**config.mk**
```make
export PLATFORM = sky130hd
export DESIGN_NAME = adder_pipe
export DESIGN_NICKNAME = d
export VERILOG_FILES = /design/src/rtl/adder_pkg.sv /design/src/rtl/adder_pipe_stage.sv /design/src/rtl/adder_pipe.sv
export SDC_FILE = /design/constraint.sdc
export NUM_CORES = 1
export LEC_CHECK = 0
export BUFFER_PORTS_ARGS = -buffer_cell sky130_fd_sc_hd__buf_2
export CAP_MARGIN = 0
export CORE_MARGIN = 4
export CORE_UTILIZATION = 30
export CTS_CLUSTER_SIZE = 25
export DETAILED_ROUTE_END_ITERATION = 16
export PLACE_DENSITY = 0.58
export SYNTH_ARGS = -nofsm -noshare
export SYNTH_HDL_FRONTEND = slang
export SYNTH_SLANG_ARGS = --single-unit
```
**constraint.sdc**
```tcl
create_clock -name clk -period 2 [get_ports clk]
set_input_delay 0.1 -clock clk [delete_from_list [all_inputs] [get_ports clk]]
set_output_delay 0.1 -clock clk [all_outputs]
set_load 0.05 [all_outputs]
```
**src/rtl/adder_pkg.sv**
```systemverilog
// adder_pkg: shared types, defaults and operand-extension helper for adder_pipe.
package adder_pkg;

    typedef enum logic {
        OP_ADD = 1'b0,
        OP_SUB = 1'b1
    } op_e;

    localparam int DEFAULT_WIDTH = 8;

    // Widest operand the helper handles; adder_pipe WIDTH must not exceed it.
    localparam int MAX_WIDTH = 64;

    // Extends a left-justified operand by one bit. Callers place the operand
    // MSB at bit MAX_WIDTH-1 so the sign bit sits at a fixed position for any
    // WIDTH. The WIDTH+1-bit extension is then the top WIDTH+1 bits of the result.
    function automatic logic [MAX_WIDTH:0] ext_operand(
        input logic [MAX_WIDTH-1:0] value,
        input logic                 is_signed
    );
        return {is_signed & value[MAX_WIDTH-1], value};
    endfunction

endpackage

```
**src/rtl/adder_pipe_stage.sv**
```systemverilog
// adder_pipe_stage: one delay slice carrying {valid, result, sat_ovf}.
// Data loads only when a valid beat enters, so the result holds across bubbles.
module adder_pipe_stage #(
    parameter int WIDTH = 8
) (
    input  logic           clk,
    input  logic           reset,
    input  logic           en,
    input  logic           in_valid,
    input  logic [WIDTH:0] in_result,
    input  logic           in_sat,
    output logic           out_valid,
    output logic [WIDTH:0] out_result,
    output logic           out_sat
);

    logic           valid_q,  valid_d;
    logic [WIDTH:0] result_q, result_d;
    logic           sat_q,    sat_d;

    // Next state: advance on enable, capture data only for valid beats.
    always_comb begin
        valid_d  = valid_q;
        result_d = result_q;
        sat_d    = sat_q;
        if (en) begin
            valid_d = in_valid;
            if (in_valid) begin
                result_d = in_result;
                sat_d    = in_sat;
            end
        end
    end

    // Slice registers with synchronous reset.
    always_ff @(posedge clk) begin
        if (reset) begin
            valid_q  <= 1'b0;
            result_q <= '0;
            sat_q    <= 1'b0;
        end else begin
            valid_q  <= valid_d;
            result_q <= result_d;
            sat_q    <= sat_d;
        end
    end

    assign out_valid  = valid_q;
    assign out_result = result_q;
    assign out_sat    = sat_q;

endmodule

```
**src/rtl/adder_pipe.sv**
```systemverilog
// adder_pipe: pipelined WIDTH-bit add/sub with valid/ready backpressure.
// The first stage computes the exact WIDTH+1-bit result; STAGES-1 slices delay it.
// Define ADDER_PIPE_SAT_EN to clamp results to the WIDTH-bit range and add sat_ovf.
module adder_pipe
    import adder_pkg::*;
#(
    parameter int WIDTH  = DEFAULT_WIDTH,
    parameter int STAGES = 1
) (
    input  logic           clk,
    input  logic           reset,
    input  logic           in_valid,
    output logic           in_ready,
    input  logic [WIDTH-1:0] in1,
    input  logic [WIDTH-1:0] in2,
    input  op_e            op,
    input  logic           is_signed,
    output logic           out_valid,
    input  logic           out_ready,
    output logic [WIDTH:0] out
`ifdef ADDER_PIPE_SAT_EN
    ,
    output logic           sat_ovf
`endif
);

    // One global enable: a stalled output freezes every stage.
    logic en;
    assign in_ready = !(out_valid && !out_ready);
    assign en       = in_ready;

    logic [MAX_WIDTH-1:0] a_w, b_w;
    logic [WIDTH:0]       a_x, b_x, exact, res_c;
    logic                 sat_c;

    // Operand extension, exact arithmetic and optional clamping.
    always_comb begin
        a_w = '0;
        b_w = '0;
        a_w[MAX_WIDTH-1 -: WIDTH] = in1;
        b_w[MAX_WIDTH-1 -: WIDTH] = in2;
        a_x   = (WIDTH+1)'(ext_operand(a_w, is_signed) >> (MAX_WIDTH - WIDTH));
        b_x   = (WIDTH+1)'(ext_operand(b_w, is_signed) >> (MAX_WIDTH - WIDTH));
        exact = (op == OP_SUB) ? (a_x - b_x) : (a_x + b_x);
        res_c = exact;
        sat_c = 1'b0;
`ifdef ADDER_PIPE_SAT_EN
        if (is_signed) begin
            // Out of signed range when the top two bits disagree.
            if (exact[WIDTH] != exact[WIDTH-1]) begin
                sat_c = 1'b1;
                res_c = exact[WIDTH] ? {2'b11, {(WIDTH-1){1'b0}}}
                                     : {2'b00, {(WIDTH-1){1'b1}}};
            end
        end else if (exact[WIDTH]) begin
            // Carry clamps to max; borrow clamps to zero.
            sat_c = 1'b1;
            res_c = (op == OP_SUB) ? '0 : {1'b0, {WIDTH{1'b1}}};
        end
`endif
    end

    logic           valid0_q,  valid0_d;
    logic [WIDTH:0] result0_q, result0_d;
    logic           sat0_q,    sat0_d;

    // Compute-stage next state: accept a beat when enabled.
    always_comb begin
        valid0_d  = valid0_q;
        result0_d = result0_q;
        sat0_d    = sat0_q;
        if (en) begin
            valid0_d = in_valid;
            if (in_valid) begin
                result0_d = res_c;
                sat0_d    = sat_c;
            end
        end
    end

    // Compute-stage registers with synchronous reset.
    always_ff @(posedge clk) begin
        if (reset) begin
            valid0_q  <= 1'b0;
            result0_q <= '0;
            sat0_q    <= 1'b0;
        end else begin
            valid0_q  <= valid0_d;
            result0_q <= result0_d;
            sat0_q    <= sat0_d;
        end
    end

    logic           stg_valid  [STAGES];
    logic [WIDTH:0] stg_result [STAGES];
    logic           stg_sat    [STAGES];

    assign stg_valid[0]  = valid0_q;
    assign stg_result[0] = result0_q;
    assign stg_sat[0]    = sat0_q;

    for (genvar g = 1; g < STAGES; g++) begin : g_stage
        adder_pipe_stage #(.WIDTH(WIDTH)) u_stage (
            .clk        (clk),
            .reset      (reset),
            .en         (en),
            .in_valid   (stg_valid[g-1]),
            .in_result  (stg_result[g-1]),
            .in_sat     (stg_sat[g-1]),
            .out_valid  (stg_valid[g]),
            .out_result (stg_result[g]),
            .out_sat    (stg_sat[g])
        );
    end

    assign out_valid = stg_valid[STAGES-1];
    assign out       = stg_result[STAGES-1];

`ifdef ADDER_PIPE_SAT_EN
    assign sat_ovf = stg_sat[STAGES-1];
`else
    logic sat_unused;
    assign sat_unused = stg_sat[STAGES-1];
`endif

endmodule
```
==> impl_metrics.env <==
export IMPL_cts_num_sinks=10
export IMPL_ys_async_sr_fraction_pct=0
export IMPL_yosys_area_share_xor_xnor_pct=8.53
export IMPL_final_cell_count_no_fill=200
export IMPL_period_share_pct=93.5
export IMPL_wl_per_cell_um=11.7
export IMPL_cts_tree="yes"
export IMPL_clock_path_buffers=2
export IMPL_synthesis_yosys_warnings=0
export IMPL_critical_path_class="in2reg"
export IMPL_grt_usage_pct=11.5
export IMPL_cts_buf_count=3
export IMPL_grt_overflow_total=0
export IMPL_hpwlAfterDp_um=1960
export IMPL_crit_path_max_fanout=4
export IMPL_postSynthNetCount=152
export IMPL_seqPwrFrac_pct=28.1
export IMPL_min_delay_worst_endpoint="out_valid"
export IMPL_rrSetupSlack_ps=630
export IMPL_ctsHtreeMaxLevel=1
export IMPL_nets=202
export IMPL_synth_yosys_seq_area_share_pct=21.7
export IMPL_synthMuxAreaShare_pct=3.38
export IMPL_initialDrtViolationCount=39
export IMPL_worstPathArrival_ps=2050
export IMPL_synth_cells=120
export IMPL_synthFlopType="dfxtp_1"
export IMPL_worst_ir_drop_vdd_uv=283
export IMPL_critical_path_startpoint_type="primary input"
export IMPL_insertedDiodeCount=0
export IMPL_initial_util_pct=32.4
export IMPL_power_density_mw_per_mm2=656
export IMPL_post_cts_resize_count=0
export IMPL_place_inst=196
export IMPL_critical_path_reg2reg_endpoint="out[5]"
export IMPL_fmax_mhz=534
export IMPL_timing_critical_path_required_ps=2180
export IMPL_synth_fa_ha_area_share_pct=14.3
export IMPL_grt_pass1_wl_um=3770
export IMPL_place_congestion=0.860
export IMPL_hp_class="in2reg"
export IMPL_worst_slew_pin_transition_ps=510
export IMPL_via_per_inst=5.03
export IMPL_ys_ff_latch=10
export IMPL_synth_cell_area_um2=925
export IMPL_post_route_util_pct=44.9
export IMPL_rr_startpoint="out_valid"
export IMPL_die_x_extent_um=63.5
export IMPL_simple_gate_fraction_of_synth_area_pct=23.3
export IMPL_worst_clock_skew_ps=0.547
export IMPL_setup_viol=0
export IMPL_yosys_cell_types_count=38
export IMPL_net_switching_power_uw=336
export IMPL_synth_compound_gate_area_share_pct=22.6
export IMPL_postRouteWirelength_um=2340
export IMPL_drtPass1Iterations=4
export IMPL_worst_hold_path_cell_count=3
export IMPL_design_portCount=33
export IMPL_die_h_um=63.5
export IMPL_clk_latency_ps=270
export IMPL_critical_path_endpoint_type="flop"
export IMPL_rows=19
export IMPL_cts_clk_slew_worst_paths_ps=70
export IMPL_holdCritStartpoint="in_valid"
export IMPL_antenna_found_initial=0
export IMPL_cell_internal_pwr_uw=504
export IMPL_hold_buffers=0
export IMPL_vias_in_the_first_global_route=896
export IMPL_worstRegToRegCells=5
export IMPL_period_needed_ps=1870
export IMPL_setup_repair_after_global_routing_missed_its_margin="false"
export IMPL_timing_final_max_slew_violations=0
export IMPL_synth_avg_cell_area_um2=7.71
export IMPL_maxCapViolCount=0
export IMPL_grt_start_max_net_pins=18
export IMPL_remaining_drc_errors=0
export IMPL_hold_viol=0
export IMPL_num_vias=1005
export IMPL_outcome="complete, no violations"
export IMPL_postRouteAntennaNets=0
export IMPL_swShare_pct=40.0
export IMPL_slew_headroom_pct=65.9
export IMPL_synth_enable_flop_cells=0
export IMPL_clk_root_buffer_cell="clkbuf_4"
export IMPL_power_clock_fraction_pct=22.0
export IMPL_area_delta_synth_final_pct=38.4
export IMPL_port_buffer_count=32
export IMPL_p_leak_uw=0.000634
export IMPL_comb_power_share_pct=49.9
export IMPL_area_enclosed_by_the_die_boundary_mm2=0.00403
export IMPL_critical_path_startpoint="in2[0]"
export IMPL_cts_setup_buffers=0
export IMPL_placeableCoreArea_mm2=0.00285
export IMPL_drive_gt1_share_pct=36.1
export IMPL_largest_family_of_logic_cells_by_synthesized_area="simple AND/OR/NAND/NOR gates"
power by group through the flow:
| stage | clock network [uW] | logic [uW] | registers [uW] |
|---|---|---|---|
| 3_3_place_gp | 0 | 410 | 239 |
| 3_5_place_dp | 0 | 413 | 240 |
| 5_1_grt | 195 | 457 | 238 |
| 2_1_floorplan | 0 | 195 | 323 |
| 4_1_cts | 192 | 416 | 236 |
| 6_report | 185 | 419 | 236 |
layout by cell type (no fill, tap or decap), drive strengths merged, types with 4 or more instances in the layout:
master	count
buf	48
nor2	14
inv	12
a21oi	12
dfxtp	10
ha	9
nand2	8
xnor2	7
o21ai	5
nor3	4
clkbuf	4
metrics by stage:
step	hold slack (ps)	setup TNS (ps)	cell area, um^2	worst slack [ps]	total power (uW)
2_1_floorplan	229	0	927	42.1	518
3_3_place_gp	354	-687	1230	-146	649
3_5_place_dp	363	-795	1230	-215	653
4_1_cts	68.5	0	1270	72.2	844
5_1_grt	86.3	0	1280	7.73	889
6_report	75.2	0	1280	129	840
synth_stat cells, types with 2 or more instances:
cell type,n,area (um^2)
ha_1,9,113
nand3_1,2,10.0
nor2_1,14,52.6
clkbuf_1,2,7.51
nor3_1,3,15.0
nand2b_1,2,12.5
o311ai_0,2,17.5
a31oi_1,3,18.8
nor4_1,2,12.5
nand2_1,8,30.0
o21ai_0,5,25.0
a21oi_1,12,60.1
a21o_1,2,15.0
xor2_1,2,17.5
nand3b_1,2,15.0
mux2i_1,2,20.0
xnor2_1,7,61.3
inv_1,12,45.0
dfxtp_1,10,200
cell families after synthesis:
group | after synthesis
AND/OR/NAND/NOR | 41
adder cells (fa/ha/maj) | 10
multiplexers | 3
buffers and inverters | 15
flip-flops | 10
XOR/XNOR | 9
AO/OA/AOI/OAI | 32
how the worst max path moves through the flow:
stage                  end  cells after the start  slack, ps
floorplan           out[6]                      9         40
finish              out[6]                     10        130
global route        out[7]                     10          8
CTS                 out[6]                     10         70
global placement    out[8]                     11       -150
detailed placement  out[6]                     10       -220
layout make-up:
cell class                      count  area [um^2]
Tap cell                           31         38.8
Multi-Input combinational cell     95          679
Inverter                           12         45.0
Sequential cell                    10          200
Timing Repair Buffer               48          280
Clock buffer                        4         36.3
Fill cell                         302         1570
sequential cells by signal (all words and copies together), names as in the netlist:
register   cells
out            9
out_valid      1
worst max-delay path, stage by stage:
cell and delay (ps):
buf_2 120, inv_1 50, ha_1 270, mux2_2 280, fa_1 400, nand2b_1 160
a21oi_2 190, a31oi_1 120, xor2_1 160, o31ai_1 200
per-layer routing:
layer  vias to the layer above  wire (um)  GRT usage, %
li1                        525          -             -
met1                       445       1120          14.8
met2                        31       1060          17.9
met3                         4        123          2.49
met4                         0         31          5.66
met5                         -          0             0
Note: power is estimated with default switching activity, not from simulation.
